[src/rtl/ifu_fetch_pkg.sv]
// Shared definitions for the instruction fetch unit: NOP encoding, reset address, FSM states.
package ifu_fetch_pkg;

  localparam logic [31:0] NOP_INST_DEF = 32'h00000013;
  localparam logic [31:0] START_ADDR   = 32'h00000000;

  typedef enum logic [1:0] {
    ST_IDLE,
    ST_WAIT,
    ST_DROP,
    ST_HOLD
  } fetch_state_e;

endpackage

[src/rtl/fetch_hold_buf.sv]
// Single-entry holding register for a fetch response that arrived while IF/ID was stalled.
module fetch_hold_buf #(
  parameter int unsigned ADDR_W = 32,
  parameter int unsigned DATA_W = 32
) (
  input  logic              clk,
  input  logic              rst_n,
  input  logic              load,
  input  logic              clear,
  input  logic [DATA_W-1:0] data_i,
  input  logic [ADDR_W-1:0] addr_i,
  input  logic              err_i,
  output logic [DATA_W-1:0] data_o,
  output logic [ADDR_W-1:0] addr_o,
  output logic              err_o,
  output logic              valid_o
);

  always_ff @(posedge clk or negedge rst_n) begin
    if (!rst_n) begin
      data_o  <= '0;
      addr_o  <= '0;
      err_o   <= 1'b0;
      valid_o <= 1'b0;
    end else if (clear) begin
      valid_o <= 1'b0;
    end else if (load) begin
      data_o  <= data_i;
      addr_o  <= addr_i;
      err_o   <= err_i;
      valid_o <= 1'b1;
    end
  end

endmodule

[src/rtl/ifu_fetch.sv]
// Instruction fetch: single-outstanding request/grant/response on the instruction bus,
// delivers instructions to IF/ID and holds the PC until the current fetch is accepted.
module ifu_fetch
  import ifu_fetch_pkg::*;
#(
  parameter int unsigned       ADDR_W   = 32,
  parameter int unsigned       DATA_W   = 32,
  parameter logic [DATA_W-1:0] NOP_INST = DATA_W'(NOP_INST_DEF)
) (
  input  logic              clk,
  input  logic              rst_n,
  input  logic [ADDR_W-1:0] pc_i,
  input  logic              ce_i,
  input  logic              flush_i,
  input  logic              id_stall_i,
  output logic              mem_req_o,
  output logic [ADDR_W-1:0] mem_addr_o,
  input  logic              mem_gnt_i,
  input  logic              mem_rvalid_i,
  input  logic [DATA_W-1:0] mem_rdata_i,
  input  logic              mem_err_i,
  output logic [DATA_W-1:0] inst_o,
  output logic [ADDR_W-1:0] inst_addr_o,
  output logic              inst_valid_o,
  output logic              fetch_err_o,
  output logic              stall_req_o
);

  fetch_state_e      state_q, state_d;
  logic [ADDR_W-1:0] addr_q;
  logic              addr_load;
  logic              deliver_mem, deliver_hold, accept;
  logic              hold_load, hold_clear;
  logic [DATA_W-1:0] rsp_data;
  logic [DATA_W-1:0] hold_data;
  logic [ADDR_W-1:0] hold_addr;
  logic              hold_err, hold_valid;

  // Errored responses are replaced by a NOP before reaching the hold buffer or outputs.
  assign rsp_data = mem_err_i ? NOP_INST : mem_rdata_i;

  fetch_hold_buf #(
    .ADDR_W (ADDR_W),
    .DATA_W (DATA_W)
  ) u_hold (
    .clk     (clk),
    .rst_n   (rst_n),
    .load    (hold_load),
    .clear   (hold_clear),
    .data_i  (rsp_data),
    .addr_i  (addr_q),
    .err_i   (mem_err_i),
    .data_o  (hold_data),
    .addr_o  (hold_addr),
    .err_o   (hold_err),
    .valid_o (hold_valid)
  );

  always_ff @(posedge clk or negedge rst_n) begin
    if (!rst_n) begin
      state_q <= ST_IDLE;
      addr_q  <= ADDR_W'(START_ADDR);
    end else begin
      state_q <= state_d;
      if (addr_load) addr_q <= pc_i;
    end
  end

  always_comb begin
    state_d      = state_q;
    mem_req_o    = 1'b0;
    mem_addr_o   = addr_q;
    addr_load    = 1'b0;
    deliver_mem  = 1'b0;
    deliver_hold = 1'b0;
    hold_load    = 1'b0;
    hold_clear   = 1'b0;
    unique case (state_q)
      ST_IDLE: begin
        mem_req_o  = ce_i & ~flush_i;
        mem_addr_o = pc_i;
        if (mem_req_o && mem_gnt_i) begin
          addr_load = 1'b1;
          state_d   = ST_WAIT;
        end
      end
      ST_WAIT: begin
        if (mem_rvalid_i) begin
          if (flush_i) begin
            state_d = ST_IDLE;
          end else if (id_stall_i) begin
            hold_load = 1'b1;
            state_d   = ST_HOLD;
          end else begin
            deliver_mem = 1'b1;
            state_d     = ST_IDLE;
          end
        end else if (flush_i) begin
          state_d = ST_DROP;
        end
      end
      ST_DROP: begin
        if (mem_rvalid_i) state_d = ST_IDLE;
      end
      ST_HOLD: begin
        if (flush_i) begin
          hold_clear = 1'b1;
          state_d    = ST_IDLE;
        end else if (!id_stall_i && hold_valid) begin
          deliver_hold = 1'b1;
          hold_clear   = 1'b1;
          state_d      = ST_IDLE;
        end
      end
      default: state_d = ST_IDLE;
    endcase
  end

  assign accept      = deliver_mem | deliver_hold;
  assign stall_req_o = ce_i & ~accept;

  // Outputs move only when IF/ID can take them or on flush; an idle unstalled cycle retires valid.
  always_ff @(posedge clk or negedge rst_n) begin
    if (!rst_n) begin
      inst_o       <= NOP_INST;
      inst_addr_o  <= ADDR_W'(START_ADDR);
      inst_valid_o <= 1'b0;
      fetch_err_o  <= 1'b0;
    end else if (flush_i) begin
      inst_o       <= NOP_INST;
      inst_valid_o <= 1'b0;
      fetch_err_o  <= 1'b0;
    end else if (!id_stall_i) begin
      if (deliver_mem) begin
        inst_o       <= rsp_data;
        inst_addr_o  <= addr_q;
        fetch_err_o  <= mem_err_i;
        inst_valid_o <= 1'b1;
      end else if (deliver_hold) begin
        inst_o       <= hold_data;
        inst_addr_o  <= hold_addr;
        fetch_err_o  <= hold_err;
        inst_valid_o <= 1'b1;
      end else begin
        inst_o       <= NOP_INST;
        fetch_err_o  <= 1'b0;
        inst_valid_o <= 1'b0;
      end
    end
  end

endmodule

[config.mk]
export PLATFORM = sky130hd
export DESIGN_NAME = ifu_fetch
export DESIGN_NICKNAME = d
export VERILOG_FILES = /design/src/rtl/ifu_fetch_pkg.sv /design/src/rtl/fetch_hold_buf.sv /design/src/rtl/ifu_fetch.sv
export SDC_FILE = /design/constraint.sdc
export NUM_CORES = 1
export LEC_CHECK = 0
export ABC_AREA = 1
export CORE_MARGIN = 3
export CORE_UTILIZATION = 40
export CTS_CLUSTER_DIAMETER = 60
export CTS_CLUSTER_SIZE = 28
export DETAILED_ROUTE_END_ITERATION = 10
export PLACE_DENSITY_LB_ADDON = 0.12
export SYNTH_ARGS = -nofsm -noshare
export SYNTH_HDL_FRONTEND = slang
export SYNTH_SLANG_ARGS = --single-unit
[constraint.sdc]
create_clock -name clk -period 3.3 [get_ports clk]
set_clock_uncertainty 0.15 [all_clocks]
set_input_delay 0.495 -clock clk [delete_from_list [all_inputs] [get_ports clk]]
set_output_delay 0.495 -clock clk [all_outputs]
set_load 0.005 [all_outputs]
# Word level (Yosys, flattened, before mapping)
# Cells that the tools add are included.
# classes
muxes,43
n_eq_ne,8
bitwise_logic,7
n_reduce_logical,9
# op_table
cell,n
32-bit two-way mux,8
1-bit two-way mux,26
2-bit two-way mux,8
2-bit one-hot mux with 4 select lines,1
2-bit inequality test (second input constant),3
3-bit inequality test (second input constant),2
2-bit equality test (second input constant),2
1-bit NOT,4
4-bit AND reduction,1
2-bit nonzero test,2
3-bit AND reduction,1
1-bit bitwise AND,2
2-bit by 1-bit equality test with 1-bit output (second input constant),1
1-bit logical AND,2
2-bit zero test,1
2-bit AND reduction,1
1-bit zero test,1
1-bit OR,1
# totals
in_bits,72
elab_cells,77
regBits,166

# Depth between registers and ports, before layout
# logic_depth
depth_word,9
depth_mapped,8
depth_no_buf,8

# By module
# A second synthesis with hierarchy kept.
# unflattened
hier_cells,1097
area_unflattened_um2,8154.1
# modules_own_cells
module,area_per_inst_um2,cells_per_inst,instances
ifu_fetch,5540.3,811,1
fetch_hold_buf,2613.8,286,1

# Least setup slack after synthesis
# Ideal clock, no wire load.
# synth_path
path_type,register to output
from,register state_q[1]
to,output mem_addr_o[10]
setup_slack_ns,1.404
t_arrival_ns,1.251
stages_incl_launch_ff,6
t_required_ns,2.655
cell_sequence,dfrtp_1 nor2_1 clkbuf_1 clkbuf_1 nand2_1 o21ai_0
# synth_between
elab_chain_cells,2
# synth_rtl
item,line_no,rtl
start: declaration,ifu_fetch.sv:29,"fetch_state_e state_q, state_d;"
start signal: assignment,ifu_fetch.sv:64,state_q <= state_d;
2-bit zero test,ifu_fetch.sv:78,unique case (state_q)
32-bit two-way mux,ifu_fetch.sv:78,
end: declaration,ifu_fetch.sv:17,"output logic [ADDR_W-1:0] mem_addr_o,"
# Every way passes these cells.

# Worst setup path in the final report
# layout_path
from,register state_q[1]
to,output mem_req_o
# layout_between
elab_chain_cells,2
# layout_rtl
item,line_no,rtl
2-bit zero test,ifu_fetch.sv:78,
1-bit two-way mux,ifu_fetch.sv:78,
end: declaration,ifu_fetch.sv:16,"output logic mem_req_o,"
# Every way passes these cells.

==> metrics <==
setup violators final 0; Syn Inst Count 992; Critical Path RT 2.65 ns; placed instance area around 9600 um2; Hold WC Path Type reg2reg; die area 20800 um2; RSZ-0062 raised after global routing no; Tcrit/Tclk final 0.890; reg2reg end inst_addr_o[20]; number of global-route vias before repair 6621; Peak Freq 0.341 GHz; fraction of layout cells with a size suffix above 1 0.0607; final setup TNS 0 ns; Worst-Skew Late Latency 0.42 ns; vias 6861; clk sinks between 150 and 200; WHS Endpoint inst_o[17]; PostCTS Resize Cnt 0; WS Path Type reg2out; initial antenna violation count 0; leakage power approximately 5.0 nW; GRT overflow 0; VDD IR-drop max roughly 0.38 mV; Register-to-Register Path Depth 8; fillers 1773; DR DRC count 0; internal reg-to-reg setup slack 1.02 ns; hold path cells 2; power per standard cell area 799 nW/um2; placed cell count between 1000 and 1500; I/O pins about 170; Post-Syn Area 7660 um2; dpl hpwl approximately 14000 um; first drt pass iteration count 4; Total GRT Usage 0.208; max-cap violation count 0; crit path launch type register; CP max FO 33; routed len/inst 15.1 um; yosys warns 0; syn_nets around 1100; commonest non-fill, non-tap cells in the layout 385 x nand2_1, 170 x clkdlybuf4s50_1, 163 x dfrtp_1; worst-margin pin slew 0.771 ns; Initial Utilization 0.416; final hold vios 0; Total Wirelength around 21000 um; pin count of the biggest net entering global routing 72; synth unique cells 19; r2r startpoint state_q[1]; post-route cell area slightly above 10000 um2; Worst slew margin 0.486; fin nets 1212; Vert. Die Dim approximately 140 um; DR iter-0 viols 437; clock transition time at the flip-flop clock pins of the worst setup and hold paths ~0.06 ns; Final ANT Viol Nets 0; Longest Clk Path Bufs 2; CP endpoint kind primary output; clock root cell clkbuf_16; overall power 8.14 mW; pre-CTS setup slack 0.573 ns; core area 18400 um2; Yosys reg bits 166; synth-to-layout area growth 33.1%; hold_sp inst_o[17]; critical path data arrival time 2.29 ns; CTS buffer count 17; DIE WIDTH 144 um; CTS H-tree depth 4; status finished, final reports clean; Max Slew Vio Count 0; row count 49; post-synthesis sequential area ratio 0.543; most common cell after layout, fill and taps aside nand2_1; CTS tree done; ant diodes 0; Final Non-Filler Cells roughly 1400; I/O Buffers ~170; DR vias/cell 4.96; first-pass GRT wire length 34400 um; setup ws final 0.363 ns; GP Congestion 0.817; Period minus WS final just under 3 ns; syn_area_per_cell between 7 and 8 um2
[cells by family after synthesis]
| family | Yosys count | synth area share |
|---|---|---|
| AOI/OAI and AO/OA | 136 | 0.0896 |
| and+or+nand+nor | 536 | 0.288 |
| DFF | 166 | 0.543 |
| buffers and inverters | 154 | 0.0789 |
[synthesized netlist by cell type]
cell type  count  area [um2]
nor2_4         2        22.5
nor2_2         2        12.5
o211ai_1       1        7.51
or2_2          3        18.8
buf_2         21         105
a22oi_1        1        7.51
inv_1         87         327
a21oi_1       35         175
dfrtp_1      163        4080
nand2_1      386        1450
inv_2          3        11.3
nand3_1       70         350
buf_1          5        18.8
o21ai_0       99         495
nor2_1        40         150
nand4_1       32         200
clkbuf_1      38         143
nor3_1         1        5.00
dfstp_2        3        78.8
[area by class of cell]
| cell class | instances | area, um2 | area share |
|---|---|---|---|
| clock inverters | 13 | 155 | 0.0152 |
| multi-input cells | 672 | 2920 | 0.286 |
| repair buffers | 193 | 1890 | 0.186 |
| clock buffers | 19 | 443 | 0.0435 |
| flip-flops and latches | 166 | 4160 | 0.408 |
| well taps | 229 | 287 | 0.0281 |
| inverters | 90 | 338 | 0.0331 |
[per-layer routing]
metal,track usage,vias to the layer above,part of all wire
li1,-,3435,-
met1,0.285,3212,0.46
met2,0.332,190,0.47
met3,0.0403,24,0.051
met4,0.0692,0,0.018
met5,0,-,0
[worst max path at each step]
| stage | start | endpoint | cells after the start | slack [ns] |
|---|---|---|---|---|
| floorplan | state_q[1] | mem_addr_o[10] | 5 | 1.40 |
| global placement | id_stall_i | inst_addr_o[12] | 8 | 0.62 |
| detailed placement | flush_i | inst_addr_o[29] | 8 | 0.57 |
| CTS | state_q[1] | mem_req_o | 5 | 0.30 |
| global route | state_q[1] | mem_addr_o[31] | 5 | 0.21 |
| finish | state_q[1] | mem_req_o | 5 | 0.36 |
[metrics by stage]
step | hold slack, ns | util
final | 0.325 | 0.554
after global routing | 0.352 | 0.554
after CTS | 0.331 | 0.554
after detailed placement | 0.314 | 0.521
after global placement | 0.306 | 0.521
after floorplan | 0.0494 | -
[worst max-delay path, cell delays in order, from the launching register on]
cell and delay (ns):
dfrtp_1 0.46, nor2_4 0.14, buf_4 0.30, inv_1 0.18, nor3_1 0.23, clkdlybuf4s50_1 0.55
[what timing repair did]
| action | 4_1_cts | 5_1_grt |
|---|---|---|
| buffers inserted | 0 | 0 |
| endpoints found under the hold margin | 58 | 0 |
| hold buffers | 1 | 0 |
[power breakdown]
group / leakage [nW] / total (mW) / internal (mW) / switching (mW)
registers: 2.05 / 3.18 / 2.81 / 0.374
logic: 2.71 / 2.93 / 1.45 / 1.48
clock network: 0.289 / 2.02 / 1.21 / 0.818
[sequential cells by signal (all words and copies together) (netlist names)]
name / cells
addr_q: 32
fetch_err_o: 1
inst_addr_o: 32
inst_o: 32
inst_valid_o: 1
state_q: 2
u_hold.addr_o: 32
u_hold.data_o: 32
u_hold.err_o: 1
u_hold.valid_o: 1
Note: power is estimated with default switching activity, not from simulation.
